File: config.mk
export PLATFORM = sky130hd
export DESIGN_NAME = instr_encoder_flat
export DESIGN_NICKNAME = d
export VERILOG_FILES = /design/src/rtl/instr_encoder_if.sv /design/src/rtl/instr_encoder.sv /design/src/flat_wrapper.sv
export SDC_FILE = /design/constraint.sdc
export NUM_CORES = 1
export LEC_CHECK = 0
export ABC_AREA = 0
export BUFFER_PORTS_ARGS = -buffer_cell sky130_fd_sc_hd__clkbuf_2
export CAP_MARGIN = 20
export CORE_MARGIN = 1
export CORE_UTILIZATION = 52
export CTS_BUF_LIST = sky130_fd_sc_hd__clkbuf_2 sky130_fd_sc_hd__clkbuf_4 sky130_fd_sc_hd__clkbuf_8
export DETAILED_ROUTE_END_ITERATION = 16
export PLACE_DENSITY = 0.79
export SLEW_MARGIN = 15
export SYNTH_ARGS = -nofsm -noshare
export SYNTH_HDL_FRONTEND = slang
export SYNTH_SLANG_ARGS = --single-unit
File: constraint.sdc
create_clock -name clk -period 3 [get_ports clk]
set_input_delay 0.6 -clock clk [delete_from_list [all_inputs] [get_ports clk]]
set_output_delay 0.6 -clock clk [all_outputs]
set_load 0.01 [all_outputs]
File: src/rtl/instr_encoder_if.sv
// Handshake and field bundle between an instruction producer and instr_encoder.
// master drives control bundles and consumes words; slave is the encoder.
interface instr_encoder_if;
  logic        in_valid;
  logic        in_ready;
  logic        regDst;
  logic        aluSrc;
  logic        memToReg;
  logic        regWrite;
  logic        memRead;
  logic        memWrite;
  logic        branch;
  logic [1:0]  aluOp;
  logic [4:0]  rs;
  logic [4:0]  rt;
  logic [4:0]  rd;
  logic [4:0]  shamt;
  logic [5:0]  funct;
  logic [15:0] imm;
  logic        out_valid;
  logic        out_ready;
  logic [31:0] out_instr;
  logic        err;

  modport master (
    output in_valid, regDst, aluSrc, memToReg, regWrite, memRead, memWrite,
           branch, aluOp, rs, rt, rd, shamt, funct, imm, out_ready,
    input  in_ready, out_valid, out_instr, err
  );

  modport slave (
    input  in_valid, regDst, aluSrc, memToReg, regWrite, memRead, memWrite,
           branch, aluOp, rs, rt, rd, shamt, funct, imm, out_ready,
    output in_ready, out_valid, out_instr, err
  );
endinterface

File: src/rtl/instr_encoder.sv
// Re-encodes decoded control bundles into 32-bit R/L/S/B words behind a 2-entry FIFO.
// Optional per-class counters and an error counter are enabled by INSTR_ENC_STATS_EN.
module instr_encoder (
  input  logic            clk,
  input  logic            rst,
  instr_encoder_if.slave  bus
`ifdef INSTR_ENC_STATS_EN
  ,
  output logic [15:0]     cnt_r,
  output logic [15:0]     cnt_l,
  output logic [15:0]     cnt_s,
  output logic [15:0]     cnt_b,
  output logic [7:0]      err_cnt
`endif
);

  // {regDst,aluSrc,memToReg,regWrite,memRead,memWrite,branch,aluOp}
  localparam logic [8:0] BUNDLE_R = 9'b1001000_10;
  localparam logic [8:0] BUNDLE_L = 9'b0111100_00;
  localparam logic [8:0] BUNDLE_S = 9'b0100010_00;
  localparam logic [8:0] BUNDLE_B = 9'b0000001_01;

  typedef enum logic [2:0] {
    CLS_R,
    CLS_L,
    CLS_S,
    CLS_B,
    CLS_ILL
  } instrClass_t;

  logic [8:0]  ctrlBundle;
  instrClass_t inClass;
  logic [31:0] encWord;

  logic        inXfer;
  logic        pushEn;
  logic        popEn;
  logic        illegalAcc;

  logic [31:0] fifoMem [2];
  logic        wrPtr;
  logic        rdPtr;
  logic [1:0]  count;
  logic [1:0]  countNext;
  logic        readyQ;
  logic        errQ;
  logic [31:0] lastPopped;

  assign ctrlBundle = {bus.regDst, bus.aluSrc, bus.memToReg, bus.regWrite,
                       bus.memRead, bus.memWrite, bus.branch, bus.aluOp};

  always_comb begin
    inClass = CLS_ILL;
    encWord = '0;
    case (ctrlBundle)
      BUNDLE_R: begin
        inClass = CLS_R;
        encWord = {6'h00, bus.rs, bus.rt, bus.rd, bus.shamt, bus.funct};
      end
      BUNDLE_L: begin
        inClass = CLS_L;
        encWord = {6'h23, bus.rs, bus.rt, bus.imm};
      end
      BUNDLE_S: begin
        inClass = CLS_S;
        encWord = {6'h2B, bus.rs, bus.rt, bus.imm};
      end
      BUNDLE_B: begin
        inClass = CLS_B;
        encWord = {6'h04, bus.rs, bus.rt, bus.imm};
      end
      default: ;
    endcase
  end

  assign inXfer     = bus.in_valid && readyQ;
  assign pushEn     = inXfer && (inClass != CLS_ILL);
  assign illegalAcc = inXfer && (inClass == CLS_ILL);
  assign popEn      = (count != 2'd0) && bus.out_ready;

  always_comb begin
    countNext = count;
    case ({pushEn, popEn})
      2'b10:   countNext = count + 2'd1;
      2'b01:   countNext = count - 2'd1;
      default: countNext = count;
    endcase
  end

  // readyQ is registered from the next count so in_ready never sees out_ready/in_valid
  // combinationally and stays low while rst is held.
  always_ff @(posedge clk or posedge rst) begin
    if (rst) begin
      fifoMem[0] <= '0;
      fifoMem[1] <= '0;
      wrPtr      <= 1'b0;
      rdPtr      <= 1'b0;
      count      <= 2'd0;
      readyQ     <= 1'b0;
      errQ       <= 1'b0;
      lastPopped <= '0;
    end else begin
      if (pushEn) begin
        fifoMem[wrPtr] <= encWord;
        wrPtr          <= ~wrPtr;
      end
      if (popEn) begin
        lastPopped <= fifoMem[rdPtr];
        rdPtr      <= ~rdPtr;
      end
      count  <= countNext;
      readyQ <= (countNext < 2'd2);
      errQ   <= illegalAcc;
    end
  end

  assign bus.in_ready  = readyQ;
  assign bus.out_valid = (count != 2'd0);
  assign bus.out_instr = (count != 2'd0) ? fifoMem[rdPtr] : lastPopped;
  assign bus.err       = errQ;

`ifdef INSTR_ENC_STATS_EN
  always_ff @(posedge clk or posedge rst) begin
    if (rst) begin
      cnt_r   <= '0;
      cnt_l   <= '0;
      cnt_s   <= '0;
      cnt_b   <= '0;
      err_cnt <= '0;
    end else begin
      if (pushEn) begin
        case (inClass)
          CLS_R:   cnt_r <= cnt_r + 16'd1;
          CLS_L:   cnt_l <= cnt_l + 16'd1;
          CLS_S:   cnt_s <= cnt_s + 16'd1;
          CLS_B:   cnt_b <= cnt_b + 16'd1;
          default: ;
        endcase
      end
      if (illegalAcc && (err_cnt != 8'hFF)) begin
        err_cnt <= err_cnt + 8'd1;
      end
    end
  end
`endif

endmodule
File: src/flat_wrapper.sv
// flat-port wrapper written by rule: the top's interface ports become plain ports
module instr_encoder_flat 
  (clk, rst, bus_in_valid, bus_regDst, bus_aluSrc, bus_memToReg, bus_regWrite, bus_memRead, bus_memWrite, bus_branch, bus_aluOp, bus_rs, bus_rt, bus_rd, bus_shamt, bus_funct, bus_imm, bus_out_ready, bus_in_ready, bus_out_valid, bus_out_instr, bus_err);
  instr_encoder_if bus_i ();
  input  logic clk;
  input  logic rst;
  input wire logic [$bits(bus_i.in_valid)-1:0] bus_in_valid;
  input wire logic [$bits(bus_i.regDst)-1:0] bus_regDst;
  input wire logic [$bits(bus_i.aluSrc)-1:0] bus_aluSrc;
  input wire logic [$bits(bus_i.memToReg)-1:0] bus_memToReg;
  input wire logic [$bits(bus_i.regWrite)-1:0] bus_regWrite;
  input wire logic [$bits(bus_i.memRead)-1:0] bus_memRead;
  input wire logic [$bits(bus_i.memWrite)-1:0] bus_memWrite;
  input wire logic [$bits(bus_i.branch)-1:0] bus_branch;
  input wire logic [$bits(bus_i.aluOp)-1:0] bus_aluOp;
  input wire logic [$bits(bus_i.rs)-1:0] bus_rs;
  input wire logic [$bits(bus_i.rt)-1:0] bus_rt;
  input wire logic [$bits(bus_i.rd)-1:0] bus_rd;
  input wire logic [$bits(bus_i.shamt)-1:0] bus_shamt;
  input wire logic [$bits(bus_i.funct)-1:0] bus_funct;
  input wire logic [$bits(bus_i.imm)-1:0] bus_imm;
  input wire logic [$bits(bus_i.out_ready)-1:0] bus_out_ready;
  output wire logic [$bits(bus_i.in_ready)-1:0] bus_in_ready;
  output wire logic [$bits(bus_i.out_valid)-1:0] bus_out_valid;
  output wire logic [$bits(bus_i.out_instr)-1:0] bus_out_instr;
  output wire logic [$bits(bus_i.err)-1:0] bus_err;
  assign bus_i.in_valid = bus_in_valid;
  assign bus_i.regDst = bus_regDst;
  assign bus_i.aluSrc = bus_aluSrc;
  assign bus_i.memToReg = bus_memToReg;
  assign bus_i.regWrite = bus_regWrite;
  assign bus_i.memRead = bus_memRead;
  assign bus_i.memWrite = bus_memWrite;
  assign bus_i.branch = bus_branch;
  assign bus_i.aluOp = bus_aluOp;
  assign bus_i.rs = bus_rs;
  assign bus_i.rt = bus_rt;
  assign bus_i.rd = bus_rd;
  assign bus_i.shamt = bus_shamt;
  assign bus_i.funct = bus_funct;
  assign bus_i.imm = bus_imm;
  assign bus_i.out_ready = bus_out_ready;
  assign bus_in_ready = bus_i.in_ready;
  assign bus_out_valid = bus_i.out_valid;
  assign bus_out_instr = bus_i.out_instr;
  assign bus_err = bus_i.err;
  instr_encoder u_core (.clk(clk), .rst(rst), .bus(bus_i));
endmodule
==> out/metrics.yaml <==
dp_slack_ps: 116
synth-edff-count: 0
cts_made_buffers: 9
die_h_um: 96.5
dieArea_um2: 9310
initial_utilization_pct: 53.5
hpwl_um: 6620
hold_viol: 0
synth_top_area_cell: "dfrtp_1"
r2r_cells: 4
synth_area_leaders: "dfrtp_1 (50%), mux2i_1 (11%), mux2_2 (6.3%), inv_1 (3.6%), a21oi_1 (3.1%)"
synth_top_family_by_area: "multiplexers"
ir_drop_mv: 0.307
seqPwrFrac_pct: 41.7
start_kind: "register"
placed_area_um2: 5150
ctsHoldBuffers: 0
finalClockSkew_ps: 15.4
grt_first_pass_wirelength_um: 15300
insertedDiodeCount: 0
netlist_top_cells_count: "dfrtp_1 (93), mux2i_1 (49), inv_1 (44), nor2_1 (32), nand2_1 (31)"
clk-insertion-delay-late_ps: 360
viasPerCell: 5.52
drtIter0Drc: 221
synth_area_um2: 4640
wl_met3_um: 357
status: "completed"
tightestPinTransition_ps: 601
numPortBuffers: 88
cts_post_setup_buffers_inserted: 0
setup_ws_ps: 353
synth-xor-area-share_pct: 0.943
crit_fanout: 28
ant_nets: 0
cts_max_level: 3
dr.pass1.iters: 5
core_area_um2: 8680
clock-root-buffer: "clkbuf_8"
drt_wl_total_um: 9760
ys_seq_elements: 93
synthSimpleGateAreaFrac_pct: 10.1
groute.usage.overall_pct: 21.9
ff2ff_setup_slack_ps: 1030
drive_gt1_share_pct: 28.9
syn_nets: 498
p_clk_share_pct: 25.1
first_global_vias: 3212
drt-met1-wl_um: 4400
syn_avg_cell_area_um2: 10.5
synth_compound_area_share_pct: 11.7
r2r-end: "u_core.lastPopped[20]"
num_vias: 3477
max_slew_margin_pct: 59.9
maxSlewViolCount: 0
cp-endpoint: "bus_out_instr[0]"
synthMuxAreaShare_pct: 18.8
cts_resized: 0
met2_length_um: 4890
async_flop_share_pct: 100
antenna_found_initial: 0
p_switching_mw: 1.33
power.density_nw_per_um2: 700
max_freq_ghz: 0.378
postLayoutCellArea_um2: 5380
clkSinkCount: 93
fin_crit_ps: 2650
clockBufferDepth: 2
yosysUniqueCellTypes: 37
std_cell_rows: 34
intPower_mw: 2.44
cap_violations: 0
syn_to_final_growth_pct: 16.0
overflow: 0
synth_top_area_share_pct: 50.1
yosys_warnings: 0
crit_required_ps: 2400
total_leakage_power_nw: 2.70
worstSetupEndpointType: "primary output"
combinationalPowerShare_pct: 33.2
yosys_most_used_dff: "dfrtp_1"
drc: 0
design.portCount: 90
rsz0062_at_grt: "no"
critPathLaunch: "u_core.count[0]"
critPathKind: "register to primary output"
fp.dieW_um: 96.5
synthAdderAreaFrac_pct: 0.270
syn_inst: 442
synth.most_common_cell: "dfrtp_1"
switching_share_pct: 35.4
routabilityCongestion: 0.781
hold_path.class: "input pin to async pin"
layout.nets: 573
rr_startpoint: "u_core.count[0]"
worst_ep_arrival_time_ps: 2050
tns_ps: 0
cts_tree: "built"
seq_area_frac_synth_pct: 50.1
period_share_pct: 88.2
grt_start_max_net_pins: 94
wl_per_cell_um: 15.5
routed.top_layer: "met4"
setup_viol: 0
clk_pin_slew_ps: 100
[stage by stage]
stage / std cells / util [%] / hold WS, ps / total power, mW
after detailed placement: 614 / 59.4 / 467 / 2.85
after CTS: 630 / 62.0 / 380 / 3.80
final: 630 / 62.0 / 350 / 3.77
after global placement: 614 / 59.4 / 462 / 2.82
after floorplan: 442 / - / 450 / 2.42
after global routing: 630 / 62.0 / 390 / 4.01
[area by class of cell]
cell class	count	area, um^2
inverter	44	169
multi-input combinational	270	1950
tap	108	135
clock inverter	6	93.8
timing repair buffer	99	573
fill	727	3290
sequential	93	2330
clock buffer	10	138
[layer usage]
metal	GRT usage, %	up-vias
li1	-	1672
met1	28.5	1722
met2	36.3	74
met3	3.83	9
met4	8.82	0
met5	0	-
[registers in the layout (all words and copies together) (netlist names), named ones only]
register             count
u_core.lastPopped       29
u_core.rdPtr             1
u_core.wrPtr             1
u_core.count             1
u_core.bus.err           1
u_core.fifoMem          58
u_core.bus.in_ready      1
[how the worst min path moves through the flow]
stage | end | depth (start not counted) | startpoint
after floorplan | register | 1 | register
after detailed placement | register | 1 | register
after global routing | u_core.lastPopped[12] | 3 | rst
after CTS | u_core.lastPopped[3] | 3 | rst
final | u_core.lastPopped[3] | 3 | rst
after global placement | u_core.lastPopped[13] | 2 | u_core.lastPopped[13]
[power groups by stage]
stage | registers (mW) | clock network [mW] | logic (mW)
global route | 1.59 | 1.01 | 1.40
finish | 1.57 | 0.945 | 1.25
global placement | 1.59 | 0 | 1.23
CTS | 1.57 | 0.965 | 1.27
detailed placement | 1.59 | 0 | 1.26
floorplan | 1.53 | 0 | 0.885
[cell usage in the layout (no fill, tap or decap), drive strengths merged, types with 2 or more instances in the layout]
| cell | n |
|---|---|
| clkbuf | 98 |
| dfrtp | 93 |
| mux2i | 49 |
| inv | 44 |
| mux2 | 34 |
| nor2 | 32 |
| nand2 | 31 |
| o21ai | 29 |
| a21oi | 29 |
| nor4 | 17 |
| buf | 11 |
| a221oi | 10 |
| a221o | 6 |
| o22ai | 4 |
| or2 | 3 |
| xnor2 | 3 |
| a31oi | 3 |
| and4 | 2 |
| nand4bb | 2 |
| or3 | 2 |
| nand3 | 2 |
| xor2 | 2 |
| clkinvlp | 2 |
| clkinv | 2 |
| bufinv | 2 |
[cell families after synthesis]
kind of cell    Yosys count
xor+xnor                  5
other cells               1
flops                    93
simple gates             97
compound gates           83
buf+inv                  79
mux                      83
fa+ha+maj                 1
[worst max-delay path, cell delays in order (launching register included)]
cell	delay (ps)
dfrtp_1	410
or2_2	480
buf_4	350
nor2_1	70
a21oi_1	200
clkbuf_2	170
(Power assumes the default switching activity.)
